`src/rtl/mem_arbiter.sv`:
```
// mem_arbiter: data-priority arbiter sharing one variable-latency memory between fetch and data ports
module mem_arbiter #(
  parameter int WIDTH = 32,
  parameter int STARVE_LIMIT = 4
) (
  input  logic             clk,
  input  logic             rst,
  input  logic             i_req,
  input  logic [WIDTH-1:0] i_addr,
  output logic [WIDTH-1:0] i_rdata,
  output logic             i_done,
  input  logic             d_req,
  input  logic             d_we,
  input  logic [WIDTH-1:0] d_addr,
  input  logic [WIDTH-1:0] d_wdata,
  input  logic [3:0]       d_be,
  output logic [WIDTH-1:0] d_rdata,
  output logic             d_done,
  output logic             m_req,
  output logic             m_we,
  output logic [WIDTH-1:0] m_addr,
  output logic [WIDTH-1:0] m_wdata,
  output logic [3:0]       m_be,
  input  logic             m_ack,
  input  logic [WIDTH-1:0] m_rdata,
  output logic             stall_f,
  output logic             stall_m
);
  localparam int CW = $clog2(STARVE_LIMIT + 1);
  localparam logic [CW-1:0] LIM = CW'(STARVE_LIMIT);
  typedef enum logic [1:0] {IDLE, D_WAIT, I_WAIT, RESP} state_t;
  state_t state;
  logic [CW-1:0] starve_cnt;
  logic i_win;
  assign i_win = i_req && (!d_req || starve_cnt == LIM);
  assign stall_f = i_req & ~i_done;
  assign stall_m = d_req & ~d_done;
  // RESP separates each done pulse from the next arbitration so a still-high req is not re-served
  always_ff @(posedge clk)
    if (rst) begin
      state <= IDLE;
      starve_cnt <= '0;
      m_req <= 1'b0;
      m_we <= 1'b0;
      m_addr <= '0;
      m_wdata <= '0;
      m_be <= 4'b0000;
      i_done <= 1'b0;
      d_done <= 1'b0;
      i_rdata <= '0;
      d_rdata <= '0;
    end else begin
      i_done <= 1'b0;
      d_done <= 1'b0;
      case (state)
        IDLE:
          if (i_win) begin
            m_addr <= i_addr;
            m_we <= 1'b0;
            m_be <= 4'b1111;
            m_req <= 1'b1;
            starve_cnt <= '0;
            state <= I_WAIT;
          end else if (d_req) begin
            m_addr <= d_addr;
            m_wdata <= d_wdata;
            m_be <= d_be;
            m_we <= d_we;
            m_req <= 1'b1;
            starve_cnt <= !i_req ? '0 : starve_cnt == LIM ? starve_cnt : starve_cnt + 1'b1;
            state <= D_WAIT;
          end
        D_WAIT:
          if (m_ack) begin
            m_req <= 1'b0;
            d_done <= 1'b1;
            d_rdata <= m_we ? d_rdata : m_rdata;
            state <= RESP;
          end
        I_WAIT:
          if (m_ack) begin
            m_req <= 1'b0;
            i_done <= 1'b1;
            i_rdata <= m_rdata;
            state <= RESP;
          end
        default: state <= IDLE;
      endcase
    end
endmodule

```
`config.mk`:
```
export PLATFORM = sky130hd
export DESIGN_NAME = mem_arbiter
export DESIGN_NICKNAME = d
export VERILOG_FILES = /design/src/rtl/mem_arbiter.sv
export SDC_FILE = /design/constraint.sdc
export NUM_CORES = 1
export LEC_CHECK = 0
export ABC_CLOCK_PERIOD_IN_PS = 4550
export CAP_MARGIN = 20
export CORE_UTILIZATION = 50
export CTS_BUF_LIST = sky130_fd_sc_hd__clkbuf_2 sky130_fd_sc_hd__clkbuf_4 sky130_fd_sc_hd__clkbuf_8
export DETAILED_ROUTE_END_ITERATION = 10
export DONT_BUFFER_PORTS = 1
export SYNTH_ARGS = -nofsm -noshare
export SYNTH_HDL_FRONTEND = slang
export SYNTH_SLANG_ARGS = --single-unit
```
`constraint.sdc`:
```
create_clock -name clk -period 4.55 [get_ports clk]
set_input_delay 1.365 -clock clk [delete_from_list [all_inputs] [get_ports clk]]
set_output_delay 1.365 -clock clk [all_outputs]
set_load 0.03 [all_outputs]
```
==> results of run 1 <==
-- flip-flops by register name, indices dropped and copies added, names as in the netlist --
signal / count
m_wdata: 32
d_done: 1
m_req: 1
m_we: 1
state: 2
i_rdata: 32
d_rdata: 32
m_be: 4
starve_cnt: 3
i_done: 1
m_addr: 32
-- cell families (layout without fill, tap and decap cells) --
family	Yosys count	in the layout	share of synthesized area, %
simple gates	362	362	31.1
flops	141	141	51.7
buf+inv	61	45	4.79
compound gates	111	111	11.0
fa+ha+maj	6	6	1.37
-- cell type report --
cell class	count	share of cell area [%]
Multi-Input combinational cell	479	40.0
Clock buffer	19	4.28
Clock inverter	13	3.15
Tap cell	136	2.85
Inverter	4	0.252
Timing Repair Buffer	9	2.14
Sequential cell	141	47.3
-- tightest hold or removal path: stages (launching register included) --
cell     delay [ns]
dfxtp_1        0.33
nand2_1        0.06
a21oi_1        0.05
-- stage by stage --
stage | hold slack, ns | util (%) | instance area [sq um]
final | 0.479 | 57.0 | 5970
after global routing | 0.505 | 57.0 | 5970
after CTS | 0.479 | 56.5 | 5910
after detailed placement | 0.467 | 52.3 | 5470
after global placement | 0.453 | 52.0 | 5440
after floorplan | 0.449 | - | 5460
-- worst max path at each step --
stage	start	to	slack [ns]
3_5_place_dp	i_req	stall_f	1.33
5_1_grt	i_req	stall_f	1.34
6_report	i_req	stall_f	1.34
2_1_floorplan	d_req	stall_m	1.16
3_3_place_gp	d_req	stall_m	1.34
4_1_cts	i_req	stall_f	1.33
-- layout by cell type (no fill, tap or decap), types with 2 or more instances in the layout --
cell type / instances
buf_4: 6
o21ai_0: 2
inv_1: 4
and3_1: 2
dfxtp_1: 141
buf_16: 3
nand2b_1: 3
nor3_1: 72
clkinv_4: 4
nand2_1: 198
bufinv_16: 4
nor4_1: 11
nor2b_1: 4
clkinv_2: 3
nor4_2: 21
ha_1: 6
inv_6: 2
clkbuf_8: 18
nand3_1: 4
a21oi_1: 101
nor2_1: 42
-- cells in the mapped netlist --
master / count / area, sq um
buf_2: 17 / 85.1
o32ai_1: 1 / 8.76
nor4_1: 11 / 68.8
nor2b_1: 5 / 31.3
buf_4: 3 / 22.5
nand2_1: 198 / 743
a211oi_1: 1 / 7.51
nand2b_1: 3 / 18.8
a21oi_1: 101 / 505
and3_1: 2 / 12.5
nor4_2: 21 / 263
o21ai_2: 1 / 8.76
nor2_1: 43 / 161
nand3_1: 4 / 20.0
dfxtp_1: 141 / 2820
clkbuf_1: 37 / 139
nor4b_1: 1 / 8.76
or2_2: 1 / 6.26
a21boi_4: 1 / 18.8
inv_1: 4 / 15.0
and2_1: 1 / 6.26
a211oi_2: 1 / 12.5
o21ai_0: 2 / 10.0
ha_1: 6 / 75.1
a311o_1: 1 / 10.0
a21bo_1: 1 / 10.0
a32oi_1: 1 / 8.76
nor3_1: 72 / 360
-- metal layers --
layer | routed length (um) | track usage [%] | part of all wire (%)
met1 | 5380 | 27.2 | 37
met3 | 1670 | 12.7 | 11
met4 | 316 | 9.20 | 2.2
met5 | 0 | 0 | 0
met2 | 7220 | 41.8 | 50
-- where the power goes --
group          internal [W]  switching (W)  total (W)
registers           0.00146       0.000573    0.00203
clock network      0.000622       0.000486    0.00111
logic              0.000345       0.000590   0.000935
total               0.00242        0.00165    0.00407
==> results.toml, run 1 <==
[clock_tree]
path_clk_slew_ns = 0.08
root_buffer = "clkbuf_8"
insertion_delay_ns = 0.44
clkSinkCount = 141
hold_buffers = 0
h-tree-depth = 4
tritoncts = "built"
post_cts_buffers = 0
cts_made_buffers = 17
clockBufferDepth = 2
ctsResizeCount = 0

[final_layout]
diodes = 0
layout-drive-gt1-share_pct = 10.2
fillCellCount = 956
stdcell_count = 801
register_area_sq_mm = 0.00282
syn2layout_area_growth_pct = 9.28
final_nets = 796
multi_input_area_sq_mm = 0.00239

[die]
core-area_sq_mm = 0.0105
die_w_um = 107
row_count = 37
initial_utilization_pct = 52.2
pin_count = 276
die_h_um = 107
die-area_sq_mm = 0.0113

[yosys]
synthDistinctLibCells = 28
syn_nets = 825
synth_area_sq_mm = 0.00546
yosysSeqAreaShare_pct = 51.7
avgSynthCellArea_sq_um = 8.02
ys.warnings.count = 0
netlist_instances = 681
synth-seq-cells = 141

[run_status]
outcome = "completed"

[critical_path]
r2r_slack_ns = 2.38
critPathRequiredTime_ns = 3.18
critical_path_class = "input pin to output pin"
ff2ff_path_depth = 6
cp.depth = 1
setup.worst_path.start_class = "input pin"
crit_fanout = 8
crit_family = "simple AND/OR/NAND/NOR gates"
crit_path_max_incr_delay_ns = 0.48
arrival_ns = 1.85
crit_path_top_delay_cell = "nor2b_1"
cp_cell_sequence = "nor2b_1"
rr_endpoint = "m_addr[11]$_SDFFE_PP0P_"
crit_buf_inv = 0
worstSetupEndpointType = "output pin"
worstReg2RegStart = "starve_cnt[0]$_SDFFE_PP0P_"

[detailed_routing]
wl_per_cell_um = 18.2
totalWireLength_mm = 14.6
drc = 0
firstDrtPassIters = 4
avgViaCountPerCell = 5.66
dr_total_vias = 4535
first_iter_violations = 349
drtAntennaViolNets = 0

[power]
p_leak_nw = 2.08
ir_worst_vdd_uv = 323
pwr_density_cell_mw_per_mm2 = 682
totalPowerFinal_w = 0.00407

[global_routing]
grt_max_degree = 144
antenna_found_initial = 0
grt-ovfl-total = 0
grt_pass1_wl_mm = 21.9
grt_pass1_vias = 4203
grt.total_usage_pct = 25.1

[timing]
min_period_ns = 3.21
clock_skew_ns = 0.0138
layout_worst_path_cycle_share_pct = 70.6
clock.fmax_ghz = 0.311
setup_viol = 0
rsz0062_at_grt = "false"
tightest_slew_ns = 1.09
slew_headroom_pct = 27.3
maxSlewViolCount = 0
setup_slack_ns = 1.34
finalHoldViolations = 0
tns_ns = 0

[placed_design]
hpwlAfterDp_mm = 9.93
place_ws_ns = 1.33
port_buffers = 0
gp_congestion = 0.743
place_inst = 767

[hold_path]
holdPathEnd = "starve_cnt[0]$_SDFFE_PP0P_"
holdPathStages = 2
hp-start = "starve_cnt[0]$_SDFFE_PP0P_"
min_path_type = "flop to flop"

[run]
drv_cap = 0
No activity file was read; power rests on OpenSTA's default activity.
==> run 2, diff against run 1 <==
ABC_CLOCK_PERIOD_IN_PS = 2800   (was 4550)
PLACE_DENSITY = 0.68   (was not set)
clock period = 2.8 ns   (was 4.55 ns; I/O delays follow)
==> run 2 against run 1 <==
Worst setup slack got worse by 0.65 ns. Final cell count increased by 0.25%. Sequential power increased by 62%. Die area unchanged. Non-clock buffer count increased by 2. Wire length decreased by 5.2%. Register-to-register slack got worse by 1.5 ns. Via count increased by 0.35%. Core utilization decreased by 0.55 points. Critical path depth increased by 1. Highest routed layer unchanged. Clock power increased by 53%. First-iteration DRC count increased by 8.6%.
==> results.toml, run 2 (synthesized netlist as in run 1, its figures left out) <==
[clock_tree]
tritoncts = "built"
h-tree-depth = 4
hold_buffers = 0
post_cts_buffers = 0
cts_made_buffers = 17
ctsResizeCount = 0
path_clk_slew_ns = 0.08
clkSinkCount = 141
clockBufferDepth = 2
root_buffer = "clkbuf_8"
insertion_delay_ns = 0.43

[final_layout]
final_nets = 798
fillCellCount = 972
layout-drive-gt1-share_pct = 10.5
diodes = 0
final_common_cell = "nand2_1"
syn2layout_area_growth_pct = 8.23
finalInstanceArea_sq_mm = 0.00591
most-common-layout-cells = "nand2_1, dfxtp_1, a21oi_1"

[global_routing]
antenna_found_initial = 0
grt_pass1_wl_mm = 21.0
grt_pass1_vias = 4340
grt_max_degree = 144
grt-ovfl-total = 0
grt.total_usage_pct = 23.6

[critical_path]
crit_fanout = 2
worstReg2RegStart = "starve_cnt[0]$_SDFFE_PP0P_"
setup.worst_path.start_class = "flop"
crit_family = "flip-flops"
worstSetupEndpointType = "output pin"
critical_path_class = "flop to output pin"
crit_path_top_delay_cell = "dfxtp_1"
arrival_ns = 1.28
critPathRequiredTime_ns = 1.96
critPathLaunch = "i_done$_SDFF_PP0_"
crit_buf_inv = 1
cp_cell_sequence = "nor2b_1 -> buf_4"
crit_path_max_incr_delay_ns = 0.54

[detailed_routing]
top_layer = "met4"
dr_wl_met3_mm = 1.44
wl_per_cell_um = 17.2
dr_total_vias = 4551
drc = 0
firstDrtPassIters = 4
met1_length_mm = 5.27
avgViaCountPerCell = 5.67
wl_met2_mm = 6.84
first_iter_violations = 379
totalWireLength_mm = 13.8
drtAntennaViolNets = 0

[die]
die_h_um = 107
row_count = 37
pin_count = 276
core-area_sq_mm = 0.0105
die_w_um = 107
die-area_sq_mm = 0.0113
initial_utilization_pct = 52.2

[run]
drv_cap = 0

[timing]
setup_viol = 0
min_period_ns = 2.12
maxSlewViolCount = 0
clock.fmax_ghz = 0.473
rsz0062_at_grt = "false"
tns_ns = 0
tightest_slew_ns = 0.678
clock_skew_ns = 0.0112
layout_worst_path_cycle_share_pct = 75.6
slew_headroom_pct = 54.8
finalHoldViolations = 0

[hold_path]
hp-start = "rst"
min_path_type = "input pin to flop"

[power]
pwr_density_cell_mw_per_mm2 = 1090
p_leak_nw = 2.05
ir_worst_vdd_uv = 594

[placed_design]
gp_congestion = 0.753
place_area_sq_mm = 0.00549
hpwlAfterDp_mm = 9.29
port_buffers = 0

[run_status]
outcome = "completed"
-- run 2: cell types whose count changed in the layout (fill, tap and decap cells not counted), sizes merged --
cell	delta
bufinv	-1
inv	+1
buf	+2
clkinvlp	+3
clkinv	-3
-- run 2: power breakdown --
part	switching (W)	total [W]	leakage, nW	internal [W]
Sequential	0.000919	0.00328	1.15	0.00237
Clock	0.000780	0.00170	0.206	0.000919
Combinational	0.000940	0.00143	0.685	0.000492
Total	0.00264	0.00642	2.05	0.00378
-- run 2: layout make-up --
type	count	area (sq um)	share of cell area, %
repair buffers	11	95.1	1.61
well taps	136	170	2.88
flip-flops and latches	141	2820	47.8
clock buffers	19	255	4.32
inverters	4	15.0	0.254
multi-input cells	479	2390	40.4
clock inverters	13	163	2.75
-- run 2: worst register-to-register path: cells and delay by family, from the launching register on --
| family | cells | cell delay (ns) |
|---|---|---|
| buf+inv | 2 | 0.40 |
| flops | 1 | 0.36 |
| compound gates | 1 | 0.37 |
| fa+ha+maj | 1 | 0.20 |
| simple gates | 3 | 0.49 |
-- run 2: final timing paths --
| kind | end | slack, ns | cells past startpoint |
|---|---|---|---|
| min reg2reg | starve_cnt[0]$_SDFFE_PP0P_ | 0.49 | 2 |
| max reg2reg | m_addr[24]$_SDFFE_PP0P_ | 0.88 | 7 |
| min | m_addr[19]$_SDFFE_PP0P_ | 0.47 | 1 |
| max | stall_f | 0.68 | 2 |
-- run 2: metrics by stage --
stage          setup WS [ns]  utilization [%]  total power, W  std cells  hold slack [ns]
2_1_floorplan          0.462                -         0.00446        681            0.449
3_3_place_gp           0.804             52.5         0.00469        771            0.453
3_5_place_dp           0.803             52.5         0.00477        771            0.478
4_1_cts                0.670             56.5         0.00648        803            0.436
5_1_grt                0.632             56.5         0.00677        803            0.432
6_report               0.684             56.5         0.00642        803            0.467
-- run 2: per-layer routing --
layer	global-route usage, %	up-vias
met4	10.6	0
met5	0	-
met2	40.5	209
met3	10.1	27
met1	25.1	2096
li1	-	2219
==> run 3, diff against run 2 <==
ABC_CLOCK_PERIOD_IN_PS = 1700   (was 2800)
clock period = 1.7 ns   (was 2.8 ns; I/O delays follow)
==> run 3 against run 2 <==
Final area increased by 2.8%. Non-clock buffer count rose by 8. Worst hold slack lost 0.30 ns. Count of clock-buffer cells in the layout decreased by 1. Sequential power up 64%. First-iteration DRC count increased by 11%. Die area unchanged. Final cell count is 1.0% higher. Clock power grew 67%. Critical endpoint is now m_addr[6]$_SDFFE_PP0P_. Highest routed layer unchanged.
==> results.toml, run 3 (synthesized netlist as in run 1, its figures left out) <==
[run_status]
outcome = "completed"

[timing]
maxSlewViolCount = 0
finalHoldViolations = 0
rsz0062_at_grt = "true"
clock_skew_ns = 0.0101
setup_viol = 0
tns_ns = 0
tightest_slew_ns = 0.402
min_period_ns = 1.55
clock.fmax_ghz = 0.644
slew_headroom_pct = 73.2
hold_ws_ns = 0.163
layout_worst_path_cycle_share_pct = 91.3

[detailed_routing]
avgViaCountPerCell = 5.69
totalWireLength_mm = 13.8
drc = 0
firstDrtPassIters = 5
first_iter_violations = 419
wl_per_cell_um = 17.0
drtAntennaViolNets = 0
dr_total_vias = 4614

[final_layout]
stdcell_count = 811
final_nets = 806
layout-drive-gt1-share_pct = 12.0
fillCellCount = 924
finalInstanceArea_sq_mm = 0.00607
diodes = 0
final_common_cell = "nand2_1"
syn2layout_area_growth_pct = 11.2
most-common-layout-cells = "nand2_1, dfxtp_1, a21oi_1"

[global_routing]
grt-ovfl-total = 0
grt_pass1_wl_mm = 21.1
grt.total_usage_pct = 23.7
antenna_found_initial = 0
grt_pass1_vias = 4397
grt_max_degree = 144

[die]
initial_utilization_pct = 52.2
die_h_um = 107
pin_count = 276
die-area_sq_mm = 0.0113
row_count = 37
core-area_sq_mm = 0.0105
die_w_um = 107

[clock_tree]
clkSinkCount = 141
insertion_delay_ns = 0.43
tritoncts = "built"
h-tree-depth = 4
path_clk_slew_ns = 0.08
root_buffer = "clkbuf_8"
clockBufferDepth = 2
post_cts_buffers = 0
cts_made_buffers = 17
hold_buffers = 0

[placed_design]
gp_congestion = 0.795
hpwlAfterDp_mm = 9.29
place_area_sq_mm = 0.00564
port_buffers = 0
place_inst = 779

[power]
pwr_density_cell_mw_per_mm2 = 1790
ir_worst_vdd_uv = 730
p_leak_nw = 2.13
clkPwrFrac_pct = 26.1
p_int_w = 0.00642
p_comb_share_pct = 24.4
switchingPower_w = 0.00445
switching_share_pct = 40.9
seq_power_share_pct = 49.6

[critical_path]
setup.worst_path.start_class = "flop"
arrival_ns = 1.88
critical_path_class = "flop to flop"
worstSetupEndpointType = "flop"
critPathRequiredTime_ns = 2.02
crit_fanout = 11

[hold_path]
min_path_type = "input pin to flop"

[run]
drv_cap = 0
run 3: cell types whose count changed in the layout (fill, tap and decap cells not counted), moves of 2 or more:
| cell | delta |
|---|---|
| buf_12 | +7 |
| inv_6 | +3 |
| clkinv_4 | +2 |
| clkinvlp_4 | -3 |
run 3: layer usage:
metal / global-route usage, % / wire length (um) / up-vias
li1: - / - / 2238
met1: 26.0 / 5470 / 2157
met2: 40.3 / 6720 / 195
met3: 9.75 / 1350 / 24
met4: 9.78 / 265 / 0
met5: 0 / 0 / -
run 3: worst paths after layout:
path | start | to | slack, ns | depth (start not counted)
worst max-delay path | starve_cnt[0]$_SDFFE_PP0P_ | m_addr[6]$_SDFFE_PP0P_ | 0.15 | 7
worst min-delay path | rst | m_addr[14]$_SDFFE_PP0P_ | 0.16 | 1
worst max register to register | starve_cnt[0]$_SDFFE_PP0P_ | m_addr[6]$_SDFFE_PP0P_ | 0.15 | 7
worst min register to register | starve_cnt[0]$_SDFFE_PP0P_ | starve_cnt[0]$_SDFFE_PP0P_ | 0.48 | 2
run 3: power by group through the flow:
stage | Combinational [W] | Sequential [W] | Clock (W)
after floorplan | 0.00201 | 0.00534 | 0
after global placement | 0.00250 | 0.00545 | 0
after detailed placement | 0.00262 | 0.00547 | 0
after CTS | 0.00263 | 0.00539 | 0.00292
after global routing | 0.00297 | 0.00545 | 0.00305
final | 0.00265 | 0.00539 | 0.00284
run 3: area by class of cell:
type                            count  area (sq um)  share of cell area, %
Clock buffer                       18           241                   3.98
Multi-Input combinational cell    479          2400                   39.5
Sequential cell                   141          2820                   46.5
Timing Repair Buffer               19           246                   4.06
Tap cell                          136           170                   2.80
Inverter                            4          15.0                  0.247
Clock inverter                     14           179                   2.95
run 3: repair_timing:
action                                  in CTS  in global routing
pin swaps                                    0                  0
gates resized for setup                      1                  4
hold endpoints to repair                     0                  0
endpoints found under the setup margin      10                 27
run 3: worst max-delay path, cell delays in order, from the launching register on:
cell and delay (ns):
dfxtp_1 0.33, inv_1 0.07, ha_1 0.18, nand2_2 0.11, a21boi_4 0.20, buf_4 0.21
nor3_1 0.06, nor4_1 0.28
run 3: per-stage QoR:
stage | power, W | utilization, % | worst slack (ns)
2_1_floorplan | 0.00735 | - | 0.0220
3_3_place_gp | 0.00795 | 53.9 | 0.140
3_5_place_dp | 0.00809 | 53.9 | 0.00694
4_1_cts | 0.0109 | 57.9 | 0.0508
5_1_grt | 0.0115 | 58.0 | -0.0198
6_report | 0.0109 | 58.0 | 0.147
